**config.mk**
```make
export PLATFORM = sky130hd
export DESIGN_NAME = camera_controller
export DESIGN_NICKNAME = d
export VERILOG_FILES = /design/src/rtl/camera_controller.sv
export SDC_FILE = /design/constraint.sdc
export NUM_CORES = 1
export LEC_CHECK = 0
export CAP_MARGIN = 20
export CORE_MARGIN = 1.5
export CORE_UTILIZATION = 33
export CTS_CLUSTER_DIAMETER = 30
export DETAILED_ROUTE_END_ITERATION = 10
export GPL_TIMING_DRIVEN = 0
export HOLD_SLACK_MARGIN = 0.08
export PLACE_DENSITY_LB_ADDON = 0.1
export RECOVER_POWER = 50
export SLEW_MARGIN = 10
export SYNTH_ARGS = -nofsm -noshare
export SYNTH_HDL_FRONTEND = slang
export SYNTH_SLANG_ARGS = --single-unit
```
**constraint.sdc**
```tcl
create_clock -name clk -period 3.4 [get_ports clk]
set_clock_uncertainty 0.15 [all_clocks]
set_input_delay 0.51 -clock clk [delete_from_list [all_inputs] [get_ports clk]]
set_output_delay 0.51 -clock clk [all_outputs]
set_load 0.02 [all_outputs]
```
**src/rtl/camera_controller.sv**
```systemverilog
// Vertical camera: scrolls one level at a time toward the player, advancing only on frame ticks.
// All outputs registered (one clock after the deciding edge); no backpressure, a started scroll always completes.
module camera_controller #(
  parameter int PHY_WIDTH    = 16,
  parameter int CAMERA_WIDTH = 6,
  parameter int LEVEL_HEIGHT = 480,
  parameter int SCROLL_STEP  = 4,
  parameter int MAX_LEVEL    = 31
) (
  input  logic                    clk,
  input  logic                    rst,
  input  logic                    frame_tick,
  input  logic                    enable,
  input  logic [PHY_WIDTH-1:0]    player_y,
  output logic [CAMERA_WIDTH-1:0] camera_y,
  output logic [CAMERA_WIDTH-1:0] camera_offset,
  output logic                    scrolling,
  output logic                    level_changed
);

  typedef enum logic [1:0] {IDLE, SCROLL_UP, SCROLL_DOWN} state_t;

  localparam logic [PHY_WIDTH-1:0]    LH       = PHY_WIDTH'(LEVEL_HEIGHT);
  localparam logic [PHY_WIDTH:0]      LH_EXT   = (PHY_WIDTH+1)'(LEVEL_HEIGHT);
  localparam logic [CAMERA_WIDTH-1:0] STEP     = CAMERA_WIDTH'(SCROLL_STEP);
  localparam logic [CAMERA_WIDTH:0]   STEP_EXT = (CAMERA_WIDTH+1)'(SCROLL_STEP);
  localparam logic [CAMERA_WIDTH:0]   OFF_MAX  = {1'b0, {CAMERA_WIDTH{1'b1}}};
  localparam logic [CAMERA_WIDTH-1:0] TOP_LVL  = CAMERA_WIDTH'(MAX_LEVEL);

  state_t                  r_state, w_state_nxt;
  logic [CAMERA_WIDTH-1:0] r_camera_y, w_camera_y_nxt;
  logic [CAMERA_WIDTH-1:0] r_offset, w_offset_nxt;
  logic [PHY_WIDTH-1:0]    r_base_y, w_base_y_nxt;
  logic                    r_scrolling;
  logic                    r_level_changed, w_level_changed_nxt;

  logic [PHY_WIDTH:0]      w_base_top;
  logic                    w_up_req, w_down_req;
  logic [CAMERA_WIDTH:0]   w_off_inc;

  // Extra bit keeps base_y + LEVEL_HEIGHT from wrapping at the top of the world.
  assign w_base_top = {1'b0, r_base_y} + LH_EXT;
  assign w_up_req   = {1'b0, player_y} >= w_base_top;
  assign w_down_req = {1'b0, player_y} < {1'b0, r_base_y};
  assign w_off_inc  = {1'b0, r_offset} + STEP_EXT;

  always_comb begin
    w_state_nxt         = r_state;
    w_camera_y_nxt      = r_camera_y;
    w_offset_nxt        = r_offset;
    w_base_y_nxt        = r_base_y;
    w_level_changed_nxt = 1'b0;
    if (frame_tick) begin
      case (r_state)
        IDLE: begin
          if (enable && w_up_req && (r_camera_y < TOP_LVL)) begin
            w_state_nxt  = SCROLL_UP;
            w_offset_nxt = '0;
          end else if (enable && w_down_req && (r_camera_y != '0)) begin
            // Downward scroll switches level immediately and unwinds the offset.
            w_state_nxt    = SCROLL_DOWN;
            w_camera_y_nxt = r_camera_y - 1'b1;
            w_base_y_nxt   = r_base_y - LH;
            w_offset_nxt   = {CAMERA_WIDTH{1'b1}};
          end
        end
        SCROLL_UP: begin
          if (w_off_inc > OFF_MAX) begin
            w_state_nxt         = IDLE;
            w_camera_y_nxt      = r_camera_y + 1'b1;
            w_base_y_nxt        = r_base_y + LH;
            w_offset_nxt        = '0;
            w_level_changed_nxt = 1'b1;
          end else begin
            w_offset_nxt = w_off_inc[CAMERA_WIDTH-1:0];
          end
        end
        SCROLL_DOWN: begin
          if ({1'b0, r_offset} < STEP_EXT) begin
            w_state_nxt         = IDLE;
            w_offset_nxt        = '0;
            w_level_changed_nxt = 1'b1;
          end else begin
            w_offset_nxt = r_offset - STEP;
          end
        end
        default: w_state_nxt = IDLE;
      endcase
    end
  end

  always_ff @(posedge clk) begin
    if (rst) begin
      r_state         <= IDLE;
      r_camera_y      <= '0;
      r_offset        <= '0;
      r_base_y        <= '0;
      r_scrolling     <= 1'b0;
      r_level_changed <= 1'b0;
    end else begin
      r_state         <= w_state_nxt;
      r_camera_y      <= w_camera_y_nxt;
      r_offset        <= w_offset_nxt;
      r_base_y        <= w_base_y_nxt;
      r_scrolling     <= (w_state_nxt != IDLE);
      r_level_changed <= w_level_changed_nxt;
    end
  end

  assign camera_y      = r_camera_y;
  assign camera_offset = r_offset;
  assign scrolling     = r_scrolling;
  assign level_changed = r_level_changed;

endmodule

```
==> results of run 1 <==
[Yosys cell counts, types with 2 or more instances]
cell / instances
nand3b_1: 2
nand3_1: 23
a21oi_1: 30
buf_2: 3
a21o_1: 3
o21a_1: 5
o2111ai_1: 2
nor3_1: 10
mux2_2: 2
nor2b_1: 9
inv_1: 26
ha_1: 43
o211ai_1: 16
buf_4: 2
nor2_1: 22
o31ai_1: 2
o21ai_0: 6
a31o_2: 4
nand2_1: 10
a31oi_1: 2
clkbuf_1: 5
and3_1: 7
xnor2_1: 19
nor4_1: 2
a2111oi_0: 2
fa_1: 2
dfxtp_1: 26
a211oi_1: 3
nand4_1: 3
a211o_1: 2
[final timing paths]
kind	from	end	slack [ps]	cells past startpoint
worst min-delay path	r_base_y[14]	r_base_y[14]	370	2
worst min register to register	r_base_y[14]	r_base_y[14]	370	2
worst max-delay path	r_base_y[5]	r_base_y[15]	120	11
worst max register to register	r_base_y[5]	r_base_y[15]	120	11
[power by group through the flow]
stage                     Sequential [mW]  Clock (mW)  Combinational (mW)
after floorplan                     0.368           0               0.308
after global placement              0.358           0               0.452
after detailed placement            0.358           0               0.452
after CTS                           0.351       0.278               0.462
after global routing                0.355       0.289               0.522
final                               0.351       0.268               0.466
[layout by cell type (no fill, tap or decap), drive strengths merged, types with 3 or more instances in the layout]
| master | count |
|---|---|
| ha | 43 |
| a21oi | 31 |
| inv | 26 |
| dfxtp | 26 |
| nand3 | 23 |
| nor2 | 22 |
| xnor2 | 19 |
| clkdlybuf4s50 | 19 |
| o211ai | 16 |
| dlygate4sd3 | 14 |
| nand2 | 11 |
| nor3 | 10 |
| nor2b | 9 |
| clkbuf | 8 |
| and3 | 7 |
| buf | 7 |
| o21ai | 6 |
| o21a | 5 |
| a31o | 5 |
| nand4 | 4 |
| a211oi | 3 |
| a21o | 3 |
| o2111ai | 3 |
| mux2 | 3 |
| a2111oi | 3 |
[registers in the layout (all words and copies together) (netlist names)]
register and cells:
camera_y 6, scrolling 1, r_base_y 11, level_changed 1, camera_offset 5, r_state 2
[timing repair]
action,in CTS,in global routing
hold buffers,0,0
setup endpoints to repair,18,18
setup buffers,0,1
pin swaps,0,5
resized for setup,6,15
[per-stage QoR]
stage / hold slack (ps) / util [%]
floorplan: 319 / -
global placement: 346 / 40.2
detailed placement: 360 / 40.2
CTS: 370 / 41.5
global route: 399 / 42.2
finish: 368 / 42.2
[tightest hold or removal path: cells and delay by family (launching register included)]
kind / cells / cell delay, ps
AND/OR/NAND/NOR: 1 / 70
AO/OA/AOI/OAI: 1 / 50
flip-flops: 1 / 350
[layer usage]
metal	share of wire, %	GRT usage [%]
met5	0	0
met4	0.33	1.64
met3	3.1	2.05
met2	43	26.3
met1	54	23.7
[cell type report]
class | count | area (um^2)
multi-input cells | 260 | 2040
inverters | 27 | 106
clock inverters | 1 | 30.0
plain buffers | 11 | 60.1
fillers | 810 | 4490
repair buffers | 34 | 338
well taps | 102 | 128
clock buffers | 3 | 41.3
flip-flops and latches | 26 | 531
[cell families (layout without fill, tap and decap cells)]
logic type      count (synthesis)  in the layout  share of synthesized area (%)
simple gates                   99             99                           19.8
buf+inv                        38             76                           6.05
fa+ha+maj                      46             46                           22.1
xor+xnor                       20             20                           6.57
compound gates                 91             91                           24.3
flops                          26             26                           19.5
mux                             4              4                           1.64
==> reports/qor.yml, run 1 <==
run_status:
  status: "finished, final reports clean"
placed_design:
  place_ws_ps: -654
  io_buffers: 33
  placed_cell_area_um2: 3120
  dpl.cell_count: 459
  routabilityCongestion: 0.794
  hpwl_um: 5430
sta:
  hold_viol_final: 0
  finalMaxSlewViolations: 0
  setup_ws_ps: 116
  finalSetupViolCount: 0
  min_period_over_period_pct: 96.6
  relSlewSlack_pct: 58.6
  tns_ps: 0
  worstMarginPinSlew_ps: 621
  min_period_ps: 3280
  fmax_mhz: 305
  rsz0062_at_grt: "false"
logic_synthesis:
  synth_fp_nets: 389
  ys_types: 61
  synth_edf_count: 0
  yosysWarnings: 0
  yosysSeqAreaShare_pct: 19.5
  synth_top_area_share_pct: 20.2
  ys_top_cells_by_area: "ha_1, dfxtp_1, xnor2_1"
  synth.largest_area_cell: "ha_1"
  syn_inst: 324
  async_flop_share_pct: 0
  synthFlopType: "dfxtp_1"
  syn_area_um2: 2670
  synth_area_per_cell_um2: 8.23
  ys_seq_elements: 26
route:
  drt_iter0_markers: 160
  drtPass1Iterations: 4
  vias: 2461
  routed_via_density: 5.30
  wire_per_inst_um: 15.1
  drc: 0
  detail_route.wirelength_um: 7020
  ant_nets: 0
clocking:
  cts_sinks: 26
  cts_buffers: 3
  cts_buffer_depth: 2
  htreeDepth: 1
  root_buffer: "clkbuf_8"
  cts_tree: "yes"
  clk_latency_ps: 280
  clk_pin_slew_ps: 100
critical_path:
  critPathKind: "flip-flop to flip-flop"
  max_stage_delay_ps: 480
  start_kind: "flip-flop"
  worstPathArrival_ps: 3310
  crit_required_ps: 3420
  critPathTopFamily: "compound AO/OA/AOI/OAI gates"
  cp.buffers_inverters: 1
  crit_chain: "o41a_1 > nand3_1 > xnor2_1 > ha_1 > nand4_1 > a2111o_1 > a31o_1 > and3_1 > buf_2 > o2111ai_2 > mux2_1"
  endpoint_kind: "flip-flop"
  critPathSlowestCell: "o41a_1"
  critPathMaxFanout: 6
worst_hold_path:
  hp-class: "flip-flop to flip-flop"
global_routing:
  grt_pass1_vias: 2289
  gr-total-overflow: 0
  grt.total_usage_pct: 16.3
  antenna_found_initial: 0
  grt_pass1_wl_um: 11300
  grt_max_degree: 21
pwr:
  irDropWorstVdd_mv: 0.151
  p_seq_share_pct: 32.3
  p_sw_mw: 0.394
  comb_power_share_pct: 43.0
  p_leak_nw: 1.30
  power.density_nw_per_um2: 331
  intPower_mw: 0.691
  finalPower_mw: 1.08
  swShare_pct: 36.3
  clkPwrFrac_pct: 24.7
die:
  initial_utilization_pct: 34.3
  die_y_um: 92.9
  io_pins: 34
  rows: 32
  die-area_um2: 8630
  core_area_um2: 7770
  die_x_um: 92.9
job:
  maxCapViolCount: 0
cells_and_area:
  stdcell_area_um2: 3280
  nNetsFinal: 428
  syn2layout_area_growth_pct: 22.9
  fin_cells: 464
  drive_gt1_share_pct: 10.5
  antenna_cells: 0
No activity file was read; power rests on OpenSTA's default activity.
==> run 2, diff against run 1 <==
Settings changed: CORE_MARGIN 1.5 to 2, CTS_CLUSTER_DIAMETER 30 to 120.
==> reports/qor.yml, run 2 (same netlist as run 1, synthesis figures left out) <==
global_routing:
  grt_pass1_wl_um: 11400  # was 11300 um
  gr-total-overflow: 0  # unchanged
  grt.total_usage_pct: 16.2  # was 16.3%
  antenna_found_initial: 0  # unchanged
  grt_max_degree: 21  # unchanged
  grt_pass1_vias: 2259  # was 2289
clocking:
  clk_pin_slew_ps: 100  # about the same
  htreeDepth: 1  # unchanged
  cts_buffers: 3  # unchanged
  cts_sinks: 26  # unchanged
  cts_tree: "yes"  # unchanged
  ctsHoldBuffers: 0  # unchanged
  clk_latency_ps: 280  # about the same
  cts_buffer_depth: 2  # unchanged
  root_buffer: "clkbuf_8"  # unchanged
pwr:
  p_leak_nw: 1.27  # was 1.30 nW
  irDropWorstVdd_mv: 0.149  # was 0.151 mV
  power.density_nw_per_um2: 316  # was 331 nW/um^2
  finalPower_mw: 1.04  # was 1.08 mW
cells_and_area:
  syn2layout_area_growth_pct: 23.3  # was 22.9%
  largest_reg_flops: 11  # unchanged
  utilization_pct: 42.3  # was 42.2%
  antenna_cells: 0  # unchanged
  fin_cells: 464  # unchanged
  stdcell_area_um2: 3290  # was 3280 um^2
  final_common_cell: "ha_1"  # unchanged
  largest-register: "r_base_y"  # unchanged
  final_cell_mix: "ha_1, a21oi_1, inv_1, dfxtp_1, nand3_1"  # was ha_1, a21oi_1, inv_1
  nNetsFinal: 428  # unchanged
  drive_gt1_share_pct: 10.2  # was 10.5%
placed_design:
  place_ws_ps: -688  # was -654 ps
  routabilityCongestion: 0.799  # was 0.794
  io_buffers: 33  # unchanged
  dpl.cell_count: 459  # unchanged
  hpwl_um: 5450  # was 5430 um
  placed_cell_area_um2: 3120  # unchanged
worst_hold_path:
  hp-class: "flip-flop to flip-flop"  # unchanged
  min_to: "camera_offset[0]"  # was r_base_y[14]
  min_path_cells: 2  # unchanged
  hold_start: "camera_offset[0]"  # was r_base_y[14]
run_status:
  status: "finished, final reports clean"  # unchanged
critical_path:
  crit_required_ps: 3390  # was 3420 ps
  r2r_end: "camera_offset[2]"  # was r_base_y[15]
  endpoint_kind: "flip-flop"  # unchanged
  worstRegToRegCells: 13  # was 11
  critPathMaxFanout: 10  # was 6
  start_kind: "flip-flop"  # unchanged
  critPathKind: "flip-flop to flip-flop"  # unchanged
  r2r_setup_slack_ps: 170  # was 120 ps
  worstPathArrival_ps: 3220  # was 3310 ps
  timing.rr.start: "r_base_y[5]"  # unchanged
sta:
  worst_hold_slack_ps: 377  # was 368 ps
  hold_viol_final: 0  # unchanged
  finalMaxSlewViolations: 0  # unchanged
  worstMarginPinSlew_ps: 807  # was 621 ps
  tns_ps: 0  # unchanged
  fmax_mhz: 310  # was 305 MHz
  relSlewSlack_pct: 44.8  # was 58.6%
  min_period_ps: 3230  # was 3280 ps
  setup_ws_ps: 170  # was 116 ps
  rsz0062_at_grt: "true"  # was false
  min_period_over_period_pct: 95.0  # was 96.6%
  finalSetupViolCount: 0  # unchanged
route:
  wire_per_inst_um: 15.1  # about the same
  ant_nets: 0  # unchanged
  detail_route.wirelength_um: 7020  # about the same
  drt_iter0_markers: 105  # was 160
  drc: 0  # unchanged
  routed_via_density: 5.32  # was 5.30
  drtPass1Iterations: 4  # unchanged
  vias: 2468  # was 2461
die:
  die_y_um: 93.9  # was 92.9 um
  die-area_um2: 8810  # was 8630 um^2
  initial_utilization_pct: 34.3  # unchanged
  die_x_um: 93.9  # was 92.9 um
  rows: 32  # unchanged
  core_area_um2: 7770  # unchanged
  io_pins: 34  # unchanged
job:
  maxCapViolCount: 0  # unchanged
## run 2: cell types whose count changed in the layout (fill, tap and decap cells not counted), sizes merged
cell	change
bufinv	-1
clkbuf	+1
clkinvlp	+1
inv	-1
## run 2: layout make-up
class,instances,area (um^2)
multi-input cells,260,2070
flip-flops and latches,26,526
well taps,102,128
plain buffers,10,55.1
fillers,816,4480
repair buffers,35,345
inverters,27,110
clock buffers,4,55.1
## run 2: worst max-delay path, stage by stage, from the launching register on
cell and delay [ps]:
dfxtp_4 400, clkinvlp_4 130, ha_4 200, a21oi_4 160
nand2_1 80, xnor2_1 140, ha_1 270, nand4_1 130
a2111o_1 420, buf_4 160, a31oi_2 290, o311ai_4 220
a311oi_1 260, a211oi_1 80
## run 2: layer usage
metal | GRT usage (%) | routed length (um)
met5 | 0 | 0
met4 | 2.05 | 7
met3 | 2.09 | 265
met2 | 25.2 | 2940
met1 | 24.3 | 3800
## run 2: how the worst max path moves through the flow
| stage | from | slack, ps | cells past startpoint | end |
|---|---|---|---|---|
| finish | r_base_y[5] | 170 | 13 | camera_offset[2] |
| CTS | r_base_y[6] | 6 | 13 | r_base_y[15] |
| global route | r_base_y[5] | -20 | 13 | camera_offset[0] |
| floorplan | r_state[1] | 50 | 11 | r_base_y[15] |
| global placement | r_state[1] | -700 | 11 | r_base_y[15] |
| detailed placement | r_state[1] | -690 | 11 | r_base_y[15] |
## run 2: report_power, final
group / total, mW / internal (mW) / switching [mW]
clock: 0.212 / 0.104 / 0.108
sequential: 0.351 / 0.325 / 0.0259
combinational: 0.475 / 0.210 / 0.265
total: 1.04 / 0.639 / 0.399
## run 2: repair_timing
action	4_1_cts	5_1_grt
setup endpoints to repair	18	18
pin swaps	0	4
buffers inserted	0	2
resized for setup	7	15
==> run 3, diff against run 2 <==
Settings changed: SETUP_SLACK_MARGIN set to 0.15.
Clock period 3.4 ns to 3.57 ns, I/O delays scaled along.
==> reports/qor.yml, run 3 (same netlist as run 1, synthesis figures left out) <==
critical_path:
  critPathKind: "flip-flop to flip-flop"  # unchanged
  crit_required_ps: 3600  # was 3390 ps
  cp.buffers_inverters: 1  # was 2
  endpoint_kind: "flip-flop"  # unchanged
  critPathSlowestCell: "o41a_1"  # was a2111o_1
  crit_chain: "o41a_1 > nand3_1 > xnor2_1 > ha_1 > nand4_1 > a2111o_1 > a31o_1 > and3_1 > buf_4 > o2111ai_4 > mux2_4"  # was clkinvlp_4 > ha_4 > a21oi_4 > nand2_1 > xnor2_1 > ha_1 > nand4_1 > a2111o_1 > buf_4 > a31oi_2 > o311ai_4 > a311oi_1 > a211oi_1
  timing.rr.start: "r_base_y[5]"  # unchanged
  start_kind: "flip-flop"  # unchanged
  critPathTopFamily: "compound AO/OA/AOI/OAI gates"  # unchanged
  max_stage_delay_ps: 490  # was 420 ps
  worstPathArrival_ps: 3320  # was 3220 ps
  critPathLaunch: "r_base_y[5]"  # unchanged
  critPathMaxFanout: 6  # was 10
sta:
  min_period_ps: 3300  # was 3230 ps
  rsz0062_at_grt: "false"  # was true
  finalSetupViolCount: 0  # unchanged
  worst_hold_slack_ps: 376  # was 377 ps
  tns_ps: 0  # unchanged
  setup_ws_ps: 274  # was 170 ps
  fmax_mhz: 303  # was 310 MHz
  min_period_over_period_pct: 92.3  # was 95.0%
  finalMaxSlewViolations: 0  # unchanged
  hold_viol_final: 0  # unchanged
  relSlewSlack_pct: 45.3  # was 44.8%
  worstMarginPinSlew_ps: 799  # was 807 ps
route:
  vias: 2454  # was 2468
  wire_per_inst_um: 15.1  # about the same
  drc: 0  # unchanged
  drtPass1Iterations: 4  # unchanged
  detail_route.wirelength_um: 7030  # was 7020 um
  drt_iter0_markers: 103  # was 105
  routed_via_density: 5.27  # was 5.32
  ant_nets: 0  # unchanged
cells_and_area:
  syn2layout_area_growth_pct: 23.5  # was 23.3%
  final_cell_mix: "ha_1, a21oi_1, inv_1, dfxtp_1, nand3_1"  # unchanged
  fin_cells: 466  # was 464
  final_common_cell: "ha_1"  # unchanged
  drive_gt1_share_pct: 10.7  # was 10.2%
  stdcell_area_um2: 3290  # about the same
  utilization_pct: 42.4  # was 42.3%
  largest-register: "r_base_y"  # unchanged
  largest_reg_flops: 11  # unchanged
  antenna_cells: 0  # unchanged
  nNetsFinal: 430  # was 428
placed_design:
  dpl.cell_count: 459  # unchanged
  routabilityCongestion: 0.799  # unchanged
  placed_cell_area_um2: 3120  # unchanged
  hpwl_um: 5450  # unchanged
  io_buffers: 33  # unchanged
  place_ws_ps: -518  # was -688 ps
worst_hold_path:
  hp-class: "flip-flop to flip-flop"  # unchanged
  hold_start: "camera_offset[0]"  # unchanged
pwr:
  power.density_nw_per_um2: 300  # was 316 nW/um^2
  swShare_pct: 38.2  # was 38.4%
  p_seq_share_pct: 33.9  # was 33.8%
  irDropWorstVdd_mv: 0.141  # was 0.149 mV
  p_sw_mw: 0.377  # was 0.399 mW
  clkPwrFrac_pct: 20.3  # was 20.4%
  finalPower_mw: 0.987  # was 1.04 mW
  comb_power_share_pct: 45.8  # about the same
  intPower_mw: 0.609  # was 0.639 mW
  p_leak_nw: 1.30  # was 1.27 nW
clocking:
  cts_buffers: 3  # unchanged
  cts_tree: "yes"  # unchanged
  cts_sinks: 26  # unchanged
  cts_buffer_depth: 2  # unchanged
  ctsHoldBuffers: 0  # unchanged
  clk_latency_ps: 280  # about the same
  root_buffer: "clkbuf_8"  # unchanged
  clk_pin_slew_ps: 100  # about the same
  htreeDepth: 1  # unchanged
run_status:
  status: "finished, final reports clean"  # unchanged
die:
  die_x_um: 93.9  # unchanged
  io_pins: 34  # unchanged
  initial_utilization_pct: 34.3  # unchanged
  die-area_um2: 8810  # unchanged
  die_y_um: 93.9  # unchanged
  rows: 32  # unchanged
  core_area_um2: 7770  # unchanged
global_routing:
  grt_pass1_vias: 2259  # unchanged
  grt_max_degree: 21  # unchanged
  grt.total_usage_pct: 16.2  # unchanged
  antenna_found_initial: 0  # unchanged
  grt_pass1_wl_um: 11400  # unchanged
  gr-total-overflow: 0  # unchanged
job:
  maxCapViolCount: 0  # unchanged
==> run 3: cell types whose count changed in the layout (fill, tap and decap cells not counted) <==
cell	change
and3_1	+1
mux2_4	+1
and3_4	-1
nand4_2	+1
mux2_1	-1
buf_4	+2
nand4_4	-1
==> run 3: power by group through the flow <==
| stage | Clock [mW] | Sequential [mW] | Combinational, mW |
|---|---|---|---|
| 4_1_cts | 0.209 | 0.335 | 0.442 |
| 3_3_place_gp | 0 | 0.341 | 0.431 |
| 3_5_place_dp | 0 | 0.342 | 0.432 |
| 6_report | 0.201 | 0.334 | 0.452 |
| 5_1_grt | 0.218 | 0.337 | 0.507 |
| 2_1_floorplan | 0 | 0.350 | 0.293 |
==> run 3: worst register-to-register path: stages (launching register included) <==
cell	delay, ps
dfxtp_4	380
o41a_1	490
nand3_1	130
xnor2_1	70
ha_1	300
nand4_1	140
a2111o_1	420
a31o_1	240
and3_1	180
buf_4	160
o2111ai_4	220
mux2_4	320
==> run 3: per-layer routing <==
metal | share of wire, % | global-route usage (%)
met5 | 0 | 0
met1 | 54 | 24.3
met4 | 0.13 | 2.05
met3 | 3.3 | 2.09
met2 | 42 | 25.2
==> run 3: cell type report <==
| type | instances | area, um^2 |
|---|---|---|
| fill | 816 | 4470 |
| buffer | 11 | 62.6 |
| timing repair buffer | 36 | 353 |
| sequential | 26 | 526 |
| clock buffer | 4 | 55.1 |
| inverter | 27 | 110 |
| multi-input combinational | 260 | 2060 |
| tap | 102 | 128 |
==> run 3: what timing repair did <==
action,4_1_cts,5_1_grt
cloned,0,0
setup endpoints to repair,18,18
resized for setup,7,15
buffers inserted,0,3
endpoints found under the hold margin,0,0
pin swaps,0,6
==> run 3: worst paths after layout <==
path / end / depth (start not counted) / slack (ps)
worst min register to register: camera_offset[0] / 2 / 380
worst max register to register: r_base_y[15] / 11 / 270
worst max-delay path: r_base_y[15] / 11 / 270
worst min-delay path: camera_offset[0] / 2 / 380
==> RTL change, RTL diff (settings of run 2) <==
Encoding of `state_t`: now one-hot (3 bits for 3 states).
--- a/src/rtl/camera_controller.sv
+++ b/src/rtl/camera_controller.sv
@@ -20,3 +20,3 @@
 
-  typedef enum logic [1:0] {IDLE, SCROLL_UP, SCROLL_DOWN} state_t;
+  typedef enum logic [2:0] {IDLE = 3'b001, SCROLL_UP = 3'b010, SCROLL_DOWN = 3'b100} state_t;
 
Behaviour: same outputs for any inputs over 10 cycles, from zero or initial values and one cycle with rst high; not proved beyond that.
==> RTL change against run 2 <==
  * First-iteration DRC count rose by 33%
  * Final area rose by 3.2%
  * Sequential share of layout area rose by 0.46 points
  * Synthesized area rose by 0.33%
  * Worst setup slack got worse by 0.025 ns
  * Sequential cell count rose by 1
  * Die area rose by 0.32%
  * Wire length rose by 4.2%
  * Critical path type unchanged
Power is not compared: it rests on default switching activity, and its combinational part moved more than twofold at a synthesized area within 25%.
==> RTL change: results (changes against run 2) <==
Synth
  – Area fraction in compound gates after synthesis: 24.5% (+0.20 points)
  – Syn Nets: 399 (+2.6%)
  – Synth top cells by count: ha_1 (39), a21oi_1 (34), dfxtp_1 (27), nor2_1 (27), inv_1 (21)
  – Flops & latches, synth: 27 (+3.8%)
  – Post-synth cell types: 55 (-9.8%)
  – Seq/Total Area, Yosys: 20.2% (+0.68 points)
  – Synth Area in Adders: 19.7% (-2.4 points)

Finish
  – Fin nets: 447 (+4.4%)
  – Multi-input gate area: 2100 um2 (+1.5%)
  – Layout cells sized above 1: 11.7% (+1.5 points)
  – #MultiIn Comb: 278 (+6.9%)
  – Number of non-clock buffers in the layout: 55 (+22%)

CTS
  – CTS resizes: 13 (+6)

Status
  – Outcome: complete, no violations

Place
  – RePlAce Congestion: 0.806 (+0.96%)
  – Place WS: -0.552 ns (+0.136 ns)

STA
  – Max Clk Rate: 307 MHz (-0.75%)

Worst setup path
  – Worst path slowest cell: dfxtp_4
  – Worst R2R Setup Slack: 0.15 ns (-0.02 ns)

Routing
  – WL met3: 260 um (-1.9%)
  – Total number of vias: 2597 (+5.2%)
  – Total Wirelength: 7310 um (+4.2%)
  – Metal-1 WL: 3790 um (-0.24%)
  – Initial detailed-routing violation count: 140 (+33%)

Global route
  – Vias in the first global route: 2448 (+8.4%)
  – First-pass GRT wire length: 11800 um (+3.6%)
## RTL change: cell count changes after synthesis, moves of 5 or more
cell	run 2	this run
nor2_1	22	27
inv_1	26	21
nand2b_1	0	6
nand3_1	23	13
nor3_1	10	20
o21ai_0	6	16
and3_1	7	1
o211ai_1	16	1
a211oi_1	3	11
## RTL change: metrics by stage
step | cell area, um2 | util, % | hold slack (ns) | setup TNS, ns | std cells
floorplan | 2680 | - | 0.324 | 0 | 338
global placement | 3130 | 40.1 | 0.371 | -2.00 | 473
detailed placement | 3130 | 40.1 | 0.380 | -1.95 | 473
CTS | 3250 | 41.6 | 0.386 | 0 | 479
global route | 3390 | 43.5 | 0.373 | -0.0331 | 487
finish | 3390 | 43.5 | 0.364 | 0 | 487
## RTL change: power by group through the flow
stage	clock network (mW)	registers, mW	logic, mW
floorplan	0	0.342	0.0731
global placement	0	0.338	0.134
detailed placement	0	0.338	0.134
CTS	0.192	0.331	0.136
global route	0.202	0.331	0.155
finish	0.190	0.329	0.138
